## config.mk

```make
export PLATFORM = sky130hd
export DESIGN_NAME = mul_div_unit
export DESIGN_NICKNAME = d
export VERILOG_FILES = /design/src/rtl/mul_div_unit.sv
export SDC_FILE = /design/constraint.sdc
export NUM_CORES = 1
export LEC_CHECK = 0
export ABC_AREA = 0
export CORE_ASPECT_RATIO = 0.5
export CORE_MARGIN = 4
export CORE_UTILIZATION = 36
export DETAILED_ROUTE_END_ITERATION = 8
export PLACE_DENSITY = 0.62
export REMOVE_ABC_BUFFERS = 1
export SLEW_MARGIN = 25
export SYNTH_ARGS = -nofsm -noshare
export SYNTH_HDL_FRONTEND = slang
export SYNTH_SLANG_ARGS = --single-unit
```

## constraint.sdc

```tcl
create_clock -name CLK -period 3.4 [get_ports CLK]
set_input_delay 0.34 -clock CLK [delete_from_list [all_inputs] [get_ports CLK]]
set_output_delay 0.34 -clock CLK [all_outputs]
set_load 0.05 [all_outputs]
```

## src/rtl/mul_div_unit.sv

```systemverilog
// mul_div_unit
// Iterative multiply/divide unit for the execute stage. It runs MULTU, MULT,
// DIVU and DIV over WIDTH cycles and keeps the results in the HI/LO registers.
// The pipeline controller can also load HI/LO directly (MTHI/MTLO).
//
// Ports:
//   CLK   - system clock; all state changes on its rising edge
//   RST_n - synchronous active-low reset
//   Start - launch an operation; ignored while Busy
//   Op    - 00 MULTU, 01 MULT, 10 DIVU, 11 DIV
//   A     - rs operand (multiplicand / dividend), also MTHI/MTLO data
//   B     - rt operand (multiplier / divisor)
//   HIWr  - MTHI: HI <= A (only in IDLE without Start)
//   LOWr  - MTLO: LO <= A (only in IDLE without Start)
//   Busy  - operation in progress
//   Done  - one-cycle pulse once HI/LO hold a new result
//   HI    - product upper half / remainder
//   LO    - product lower half / quotient
module mul_div_unit #(
    parameter int WIDTH = 32,
    parameter int CNT_W = 6
) (
    input  logic             CLK,
    input  logic             RST_n,
    input  logic             Start,
    input  logic [1:0]       Op,
    input  logic [WIDTH-1:0] A,
    input  logic [WIDTH-1:0] B,
    input  logic             HIWr,
    input  logic             LOWr,
    output logic             Busy,
    output logic             Done,
    output logic [WIDTH-1:0] HI,
    output logic [WIDTH-1:0] LO
);

    typedef enum logic [1:0] {IDLE, CALC, FIX} state_t;

    state_t               state;
    state_t               next_state;
    logic [CNT_W-1:0]     counter;
    logic                 is_div;
    logic                 neg_a;
    logic                 neg_b;
    logic [WIDTH-1:0]     mag_a;
    logic [WIDTH-1:0]     mag_b;
    logic [2*WIDTH-1:0]   acc;

    logic                 launch_signed;
    logic                 launch_neg_a;
    logic                 launch_neg_b;
    logic [WIDTH:0]       mul_sum;
    logic [2*WIDTH-1:0]   mul_next;
    logic [WIDTH:0]       div_trial;
    logic [WIDTH:0]       div_diff;
    logic [2*WIDTH-1:0]   div_next;
    logic [2*WIDTH-1:0]   prod_fixed;
    logic [WIDTH-1:0]     quo_fixed;
    logic [WIDTH-1:0]     rem_fixed;
    logic [WIDTH-1:0]     a_orig;

    // State register
    always_ff @(posedge CLK) begin
        if (!RST_n) begin
            state <= IDLE;
        end else begin
            state <= next_state;
        end
    end

    // Next-state logic: CALC runs exactly WIDTH edges, FIX takes one edge
    always_comb begin
        next_state = state;
        case (state)
            IDLE:    if (Start) next_state = CALC;
            CALC:    if (counter == CNT_W'(WIDTH - 1)) next_state = FIX;
            FIX:     next_state = IDLE;
            default: next_state = IDLE;
        endcase
    end

    // Output logic
    always_comb begin
        Busy = (state != IDLE);
    end

    // Operand sign handling at launch; unsigned ops never see a negative operand
    always_comb begin
        launch_signed = Op[0];
        launch_neg_a  = launch_signed & A[WIDTH-1];
        launch_neg_b  = launch_signed & B[WIDTH-1];
    end

    // One shift-add multiply step: acc = {partial product, remaining multiplier bits}
    always_comb begin
        mul_sum  = {1'b0, acc[2*WIDTH-1:WIDTH]} + (acc[0] ? {1'b0, mag_a} : '0);
        mul_next = {mul_sum, acc[WIDTH-1:1]};
    end

    // One restoring divide step: acc = {remainder, dividend bits / quotient bits}.
    // The borrow bit of the trial subtraction tells whether the divisor fits.
    always_comb begin
        div_trial = acc[2*WIDTH-1:WIDTH-1];
        div_diff  = div_trial - {1'b0, mag_b};
        if (!div_diff[WIDTH]) begin
            div_next = {div_diff[WIDTH-1:0], acc[WIDTH-2:0], 1'b1};
        end else begin
            div_next = {div_trial[WIDTH-1:0], acc[WIDTH-2:0], 1'b0};
        end
    end

    // Sign fix-up of the magnitude results; a_orig rebuilds the untouched
    // dividend for the divide-by-zero result
    always_comb begin
        prod_fixed = (neg_a ^ neg_b) ? -acc : acc;
        quo_fixed  = (neg_a ^ neg_b) ? -acc[WIDTH-1:0] : acc[WIDTH-1:0];
        rem_fixed  = neg_a ? -acc[2*WIDTH-1:WIDTH] : acc[2*WIDTH-1:WIDTH];
        a_orig     = neg_a ? -mag_a : mag_a;
    end

    // Datapath: launch, iterate, write HI/LO; MTHI/MTLO only when idle and not starting
    always_ff @(posedge CLK) begin
        if (!RST_n) begin
            counter <= '0;
            is_div  <= 1'b0;
            neg_a   <= 1'b0;
            neg_b   <= 1'b0;
            mag_a   <= '0;
            mag_b   <= '0;
            acc     <= '0;
            HI      <= '0;
            LO      <= '0;
            Done    <= 1'b0;
        end else begin
            Done <= 1'b0;
            case (state)
                IDLE: begin
                    if (Start) begin
                        counter <= '0;
                        is_div  <= Op[1];
                        neg_a   <= launch_neg_a;
                        neg_b   <= launch_neg_b;
                        mag_a   <= launch_neg_a ? -A : A;
                        mag_b   <= launch_neg_b ? -B : B;
                        if (Op[1]) begin
                            acc <= {{WIDTH{1'b0}}, (launch_neg_a ? -A : A)};
                        end else begin
                            acc <= {{WIDTH{1'b0}}, (launch_neg_b ? -B : B)};
                        end
                    end else begin
                        if (HIWr) HI <= A;
                        if (LOWr) LO <= A;
                    end
                end
                CALC: begin
                    counter <= counter + 1'b1;
                    acc     <= is_div ? div_next : mul_next;
                end
                FIX: begin
                    Done <= 1'b1;
                    if (!is_div) begin
                        HI <= prod_fixed[2*WIDTH-1:WIDTH];
                        LO <= prod_fixed[WIDTH-1:0];
                    end else if (mag_b == '0) begin
                        HI <= a_orig;
                        LO <= '1;
                    end else begin
                        HI <= rem_fixed;
                        LO <= quo_fixed;
                    end
                end
                default: ;
            endcase
        end
    end

endmodule

```

### Yosys cells after proc, flatten, opt, wreduce, memory -nomap -nowiden

Index checks and enable logic that the tools add are counted.

* order comparisons: 0
* bitwise gates (word level): 3
* eq/ne operators: 8
* div/mod/pow operators: 0
* reduce and logical (&&, ||, !) cells: 10
* shift operators: 0
* multiply operators: 0
* $add $sub $neg: 9
* muxes and demuxes: 28

Operators with widths (number)
* two-way mux 32 bit: 15
* two-way mux 64 bit: 4
* negator 32 bit: 5
* one-hot mux 32 bit (2 select lines): 2
* one-hot mux 64 bit (2 select lines): 1
* negator 64 bit: 1
* adder 32 x 32 -> 33 bit: 1
* subtractor 33 x 32 -> 33 bit: 1
* zero test 32 bit: 1
* one-hot mux 6 bit (2 select lines): 1
* inequality test 2 bit (second input constant): 5
* adder 6 x 1 -> 6 bit (second input constant): 1
* == test 6 x 5 -> 1 bit (second input constant): 1
* two-way mux 6 bit: 1
* AND reduction 2 bit: 3
* AND reduction 3 bit: 2
* nonzero test 2 bit: 3
* two-way mux 2 bit: 2
* one-hot mux 2 bit (2 select lines): 1
* AND 1 bit: 2
* == test 2 x 1 -> 1 bit (second input constant): 1
* == test 2 bit (second input constant): 1
* zero test 2 bit: 1
* two-way mux 1 bit: 1
* bitwise XOR 1 bit: 1

* logic and storage cells: 69
* output and inout bits: 66
* bits in latches: 0
* ROM bits: 0
* memories kept: 0
* bits in writable memories: 0
* register bits: 204

### Longest topological paths before layout

Gate-level depths: netlist of the first run.

* depth in word-level cells: 5
* gate-level depth with buffers: 16
* mapped depth without buffers: 14

### Worst setup path after synthesis of the first run

OpenSTA, ideal clock, no wires.

* path kind: register -> register
* start: register acc[0]
* end: register acc[59]
* clock period less this slack: 3319 ps
* path buffers: 2
* cell stages (with the launch flop): 17
* required time: 3330 ps
* arrival: 3249 ps
* library setup time: 70 ps
* path slack: 81 ps
* cell sequence: dfxtp_1 > clkbuf_1 > clkbuf_1 > inv_1 > nor2_1 > ha_1 > inv_1 > fa_1 > nand2b_1 > a21oi_1 > o21ai_0 > o21ai_0 > o31a_1 > a31oi_1 > xnor2_1 > a311o_1 > a21oi_1

* longest elaborated chain between the ends: 4

RTL lines
* start, declared: RTL line 47 `logic [2*WIDTH-1:0] acc;`
* start signal, assigned: RTL line 146 `acc <= {{WIDTH{1'b0}}, (launch_neg_a ? -A : A)};`
* start signal, assigned: RTL line 148 `acc <= {{WIDTH{1'b0}}, (launch_neg_b ? -B : B)};`
* start signal, assigned: RTL line 157 `acc <= is_div ? div_next : mul_next;`
* two-way mux 32 bit: RTL line 96 `mul_sum = {1'b0, acc[2*WIDTH-1:WIDTH]} + (acc[0] ? {1'b0, mag_a} : '0);`
* adder 32 x 32 -> 33 bit: RTL line 96
* two-way mux 64 bit: RTL line 157
* one-hot mux 64 bit (2 select lines): RTL line 136 `case (state)`

Every way passes these cells.
A chain may end at the register's enable or synchronous reset.

### Final worst setup path of the first run

* start: register acc[31]
* end: register acc[38]

* longest elaborated chain between the ends: 4

RTL lines
* subtractor 33 x 32 -> 33 bit: RTL line 104 `div_diff = div_trial - {1'b0, mag_b};`
* two-way mux 64 bit: RTL line 105 `if (!div_diff[WIDTH]) begin`
* two-way mux 64 bit: RTL line 157
* one-hot mux 64 bit (2 select lines): RTL line 136

Every way passes these cells.

==> impl_results.md, run 1 <==
- Total Power: 8.09 mW
- I/O Pins: 137
- Main synth FF type: dfxtp_1
- Post-CTS setup buffer count: 0
- Post-DRT Antenna Nets: 0
- Worst slack, placed: 0.0141 ns
- Clk buf depth: 3
- Slowest cell delay on critical path: 0.44 ns
- Die area: 51400 sq um
- DP HPWL: 56900 um
- Core Region: 46900 sq um
- Iter 0 DRT Violations: 2400
- VDD IR max: 352 uV
- Fin. max-slew vios: 0
- Overall Global Routing Usage: 27.7%
- Simple-gate portion of the synthesized area: 21.5%
- Final min period: 3.28 ns
- R2r worst-path depth: 13
- CTS tree: yes
- Initial Utilization: 36.5%
- Final net count: 2645
- Post-synthesis sequential area ratio: 23.8%
- Worst EP arrival: 3.71 ns
- Hold Path Class: primary input to flip-flop
- Chip Height: 162 um
- P_leak: 8.30 nW
- Post-Syn Area: 17100 sq um
- Tightest Pin Transition: 0.861 ns
- Max frequency: 305 MHz
- Adder-cell area share of the yosys netlist: 5.35%
- Post-synth EDFFs: 0
- TritonRoute pass-1 iters: 6
- R2R setup slack: 0.12 ns
- CP max FO: 16
- Vias per cell: 5.99
- Final Worst Setup Slack: 0.116 ns
- Clk pin slew, worst setup/hold paths: 0.07 ns
- Vias in the first global route: 17600
- Die width: 317 um
- IO Port Bufs: 136
- Worst-path cell chain: inv_1, ha_1, fa_1, nand2b_1, a21oi_2, o21ai_0, a21oi_2, a21oi_2, or3_1, nand3_1, buf_12, nor3_1, a311o_1
- Num Clock Sinks: 204
- Post-Syn Area per Cell: 7.37 sq um
- Area Growth Syn to Fin: 22.3%
- Max cap viols: 0
- Pin count of the biggest net entering global routing: 100
- Required time worst endpoint: 3.83 ns
- Clk root buf: clkbuf_16
- Worst-Skew Late Latency: 0.56 ns
- TritonCTS Buffers: 23
- DRC errors left: 0
- Initial antenna violation count: 0
- Fin. Hold Viols: 0
- # hold bufs at CTS: 0
- CP Class: flip-flop to flip-flop
- CTS H-tree lvls: 1
- Mux cell area share after synthesis: 3.56%
- Startpoint types: flip-flop
- Hold Path Stages: 2
- Most common cell after layout, fill and taps aside: nand2_1
- Layout cell share with drive strength beyond 1: 11.1%
- First-pass GRT wire length: 110000 um
- Ant diodes: 0
- Total wire length: 73900 um
- Yosys warns: 0
- Via count: 18900
- Final setup vio count: 0
- Post-synthesis async set-or-reset flop share: 0%
- Power per cell area: 386 nW/um^2
- GP Congestion: 0.990
- Rel. slew slack: 42.4%
- RSZ-0062 raised after global routing: no
- Commonest cells after routing, fill and taps aside: 262 x nand2_1, 220 x a21oi_1, 200 x dfxtp_1, 189 x nor2_1, 179 x buf_4
- Skew final: 0.0191 ns
- Nature of the critical path endpoint: flip-flop
- Synth Area in XOR/XNOR: 12.0%
- Row cnt: 56
- Fin crit share: 96.6%
- Outcome: completed
- Synth Area in Compound Gates: 28.3%
- #FFs+latches synth: 204
- Synth cell types: 79
- CP max stage cell: fa_1
- Largest family of logic cells by synthesized area: compound AO/OA/AOI/OAI gates
- Crit-path most repeated cell: a21oi_2
- Gr ovfl total: 0
- Routed len/inst: 23.4 um
- Post-Syn Instances: 2324
-- layer usage --
metal  share of wire, %  track usage, %  up-vias  routed length, um
met1                 44            40.9     8927              32900
met3                 13            7.57      121               9260
li1                   -               -     8802                  -
met5                  0               0        -                  0
met2                 41            39.9     1060              30100
met4                2.4            6.30        0               1760
-- registers in the layout, indices dropped and copies added (netlist names) --
signal and count:
counter 6, acc 64, HI 32, is_div 1
Done 1, neg_b 1, LO 32, mag_b 32
state 2, mag_a 32, neg_a 1
-- synthesized netlist by cell type (all sizes together) (42+ instances only) --
cell type	n	area share (%)
nand3	73	2.1
a211oi	53	2.4
nand2	262	5.7
clkbuf	153	3.4
and2	50	1.8
inv	67	1.5
xnor2	139	7.1
xor2	95	4.9
a21oi	224	6.5
dfxtp	204	24
nor2	193	4.2
ha	70	5.1
o221ai	45	2.3
o21ai	147	4.3
mux2i	44	2.6
nor3	42	1.2
-- power breakdown --
| group | switching [mW] | internal, mW | leakage (nW) | total, mW |
|---|---|---|---|---|
| registers | 0.237 | 2.55 | 1.67 | 2.78 |
| logic | 1.57 | 0.985 | 6.23 | 2.55 |
| clock network | 1.15 | 1.60 | 0.394 | 2.75 |
-- final timing paths --
path | end | startpoint
worst max register to register | acc[38]$_SDFFE_PN0P_ | acc[31]$_SDFFE_PN0P_
worst min-delay path | mag_a[29]$_SDFFE_PN0P_ | RST_n
worst min register to register | LO[5]$_SDFFE_PN0P_ | LO[5]$_SDFFE_PN0P_
worst max-delay path | acc[38]$_SDFFE_PN0P_ | acc[31]$_SDFFE_PN0P_
-- through the flow --
step | TNS, ns | instances | util [%] | hold slack (ns) | cell area (sq um)
after floorplan | -449.79 | 2156 | - | 0.448 | 16500
after global placement | 0 | 3115 | 42.9 | 0.441 | 20100
after detailed placement | 0 | 3115 | 42.9 | 0.444 | 20100
after CTS | 0 | 3155 | 44.6 | 0.187 | 20900
after global routing | 0 | 3155 | 44.7 | 0.227 | 21000
final | 0 | 3155 | 44.7 | 0.206 | 21000
-- logic make-up (layout without fill, tap and decap cells) --
family          count (synthesis)  in the layout
flops                         204            204
buf+inv                       235            428
compound gates                738            738
simple gates                  783            783
xor+xnor                      234            234
fa+ha+maj                      72             72
mux                            58             58
-- critical path, delay by kind of cell (launching register included) --
kind,cells,cell delay (ns)
compound gates,5,1.08
buf+inv,2,0.24
fa+ha+maj,2,0.65
simple gates,4,0.85
flops,1,0.33
-- what timing repair did --
action / in CTS / in global routing
pin swaps: 1 / 2
gates resized for setup: 2 / 8
setup endpoints to repair: 2 / 24
-- cell type report --
cell class | count | area, sq um
tap | 638 | 798
clock inverter | 10 | 135
timing repair buffer | 321 | 2820
fill | 4820 | 26000
multi-input combinational | 1885 | 12200
clock buffer | 30 | 663
sequential | 204 | 4090
inverter | 67 | 253
Power figures use the tool's default switching activity.
==> run 2: changes to the inputs <==
Settings changed: CORE_MARGIN 4 to 1.
==> run 2 against run 1 <==
Net effect:
- first-iteration DRC count grew 7.8%
- largest cell class unchanged
- total power shrank 0.75%
- clock power shrank 3%
- largest power group unchanged
==> impl_results.md, run 2 (same netlist as run 1, synthesis figures left out) <==
- CP max FO: 5 (-11)
- Clk root buf: clkbuf_16
- CP Class: flip-flop to flip-flop
- Initial Utilization: 36.6% (+0.055 points)
- Commonest cells after routing, fill and taps aside: 262 x nand2_1, 221 x a21oi_1, 201 x dfxtp_1, 192 x buf_4, 188 x nor2_1
- Area Growth Syn to Fin: 22.7%
- Via count: 18900 (-0.11%)
- Largest reg by FF count: acc
- IO Port Bufs: 136 (unchanged)
- Design area: 21000 sq um (+0.33%)
- GP Congestion: 0.999 (+0.95%)
- Num Clock Sinks: 204 (unchanged)
- R2r worst-path depth: 8 (-5)
- DP HPWL: 57600 um (+1.3%)
- Max frequency: 312 MHz (+2.3%)
- Routed len/inst: 23.4 um (-0.18%)
- Power per cell area: 382 nW/um^2 (-1.1%)
- Fin. Hold Viols: 0 (unchanged)
- Fin crit share: 94.4% (-2.2 points)
- Worst slack, placed: 0.0329 ns (+0.0188 ns)
- Final Worst Setup Slack: 0.191 ns (+0.0747 ns)
- Final setup vio count: 0 (unchanged)
- Clk pin slew, worst setup/hold paths: 0.07 ns (about the same)
- Outcome: completed
- Core Region: 46900 sq um (-0.15%)
- Final setup TNS: 0 ns (unchanged)
- FILL cells: 4770 (-1.0%)
- Initial antenna violation count: 3 (+3)
- Gr ovfl total: 0 (unchanged)
- Ant diodes: 0 (unchanged)
- TritonRoute pass-1 iters: 6 (unchanged)
- Worst hold margin: 0.301 ns (+0.0944 ns)
- Total wire length: 74200 um (+0.30%)
- Hold Path Class: primary input to flip-flop
- VDD IR max: 333 uV (-5.4%)
- Vias per cell: 5.96 (-0.58%)
- Overall Global Routing Usage: 29.6% (+1.8 points)
- Max reg flops: 64 (unchanged)
- Worst EP arrival: 3.66 ns (-0.05 ns)
- Nature of the critical path endpoint: flip-flop
- DRC errors left: 0 (unchanged)
- Chip Height: 156 um (-3.7%)
- Tightest Pin Transition: 0.941 ns (+0.0807 ns)
- Die width: 311 um (-1.9%)
- Most common cell after layout, fill and taps aside: nand2_1
- Startpoint types: flip-flop
- P_leak: 8.35 nW (+0.66%)
- CTS tree: yes
- TritonCTS Buffers: 23 (unchanged)
- Worst-Skew Late Latency: 0.56 ns (about the same)
- Skew final: 0.0184 ns (-0.000717 ns)
- Max cap viols: 0 (unchanged)
- Vias in the first global route: 17100 (-3.1%)
- First-pass GRT wire length: 110000 um (-0.38%)
- CTS H-tree lvls: 1 (unchanged)
- RSZ-0062 raised after global routing: no
- Post-DRT Antenna Nets: 0 (unchanged)
- Area after DPL: 20200 sq um (+0.46%)
- Fin. max-slew vios: 0 (unchanged)
- Layout cell share with drive strength beyond 1: 11.5% (+0.37 points)
- Total Power: 8.03 mW (-0.75%)
- Final net count: 2658 (+0.49%)
- Required time worst endpoint: 3.85 ns (+0.02 ns)
- Row cnt: 56 (unchanged)
- Clk buf depth: 3 (unchanged)
- Iter 0 DRT Violations: 2587 (+7.8%)
- # hold bufs at CTS: 0 (unchanged)
- Die area: 48500 sq um (-5.5%)
- Rel. slew slack: 36.7% (-5.7 points)
- Pin count of the biggest net entering global routing: 131 (+31%)
- Final min period: 3.21 ns (-0.0747 ns)
- I/O Pins: 137 (unchanged)
- Hold Path Stages: 3 (+1)
[run 2: cell count changes in the layout (fill, tap and decap cells not counted), sizes merged]
cell,before,now
buf,186,199
bufinv,3,2
clkinv,6,5
inv,67,71
[run 2: stage by stage]
| step | utilization (%) | instances |
|---|---|---|
| after detailed placement | 43.2 | 3127 |
| final | 44.9 | 3170 |
| after floorplan | - | 2156 |
| after global placement | 43.2 | 3127 |
| after CTS | 44.8 | 3170 |
| after global routing | 44.9 | 3170 |
[run 2: timing repair]
action                     in CTS  in global routing
setup endpoints to repair       1                 23
setup buffers                   1                  0
pin swaps                       1                  1
gates resized for setup         1                  9
hold endpoints to repair        0                  0
[run 2: critical path: stages (launching register included)]
cell and delay (ns):
dfxtp_1 0.40, or4_4 0.47, or3_4 0.36, or4_4 0.53, or4_4 0.56, o21ai_0 0.24
xnor2_1 0.15, a21oi_1 0.08, o32ai_1 0.30
[run 2: worst paths after layout]
path                               start                    to  slack (ns)
setup reg to reg  mag_a[10]$_SDFFE_PN0P_   HI[28]$_SDFFE_PN0P_        0.19
hold / removal                     RST_n  acc[56]$_SDFFE_PN0P_        0.30
setup / recovery  mag_a[10]$_SDFFE_PN0P_   HI[28]$_SDFFE_PN0P_        0.19
hold reg to reg       LO[8]$_SDFFE_PN0P_    LO[8]$_SDFFE_PN0P_        0.45
[run 2: routing by layer]
metal	routed length, um	share of wire, %	global-route usage [%]	vias to the layer above
met2	29900	40	42.3	976
li1	-	-	-	8843
met4	1340	1.8	5.30	2
met5	11	0.015	0	-
met3	9410	13	9.10	87
met1	33500	45	43.1	8982
[run 2: layout make-up]
class | count | area [sq um] | area share [%]
multi-input combinational | 1885 | 12200 | 58.0
sequential | 204 | 4090 | 19.4
timing repair buffer | 334 | 2920 | 13.9
tap | 638 | 798 | 3.80
clock buffer | 30 | 632 | 3.00
inverter | 67 | 253 | 1.20
clock inverter | 12 | 136 | 0.648
[run 2: report_power, final]
part | internal, mW | leakage, nW | switching [mW] | total [mW]
Clock | 1.48 | 0.377 | 1.19 | 2.67
Sequential | 2.55 | 1.67 | 0.234 | 2.78
Combinational | 0.997 | 6.30 | 1.58 | 2.58
Total | 5.03 | 8.35 | 3.00 | 8.03
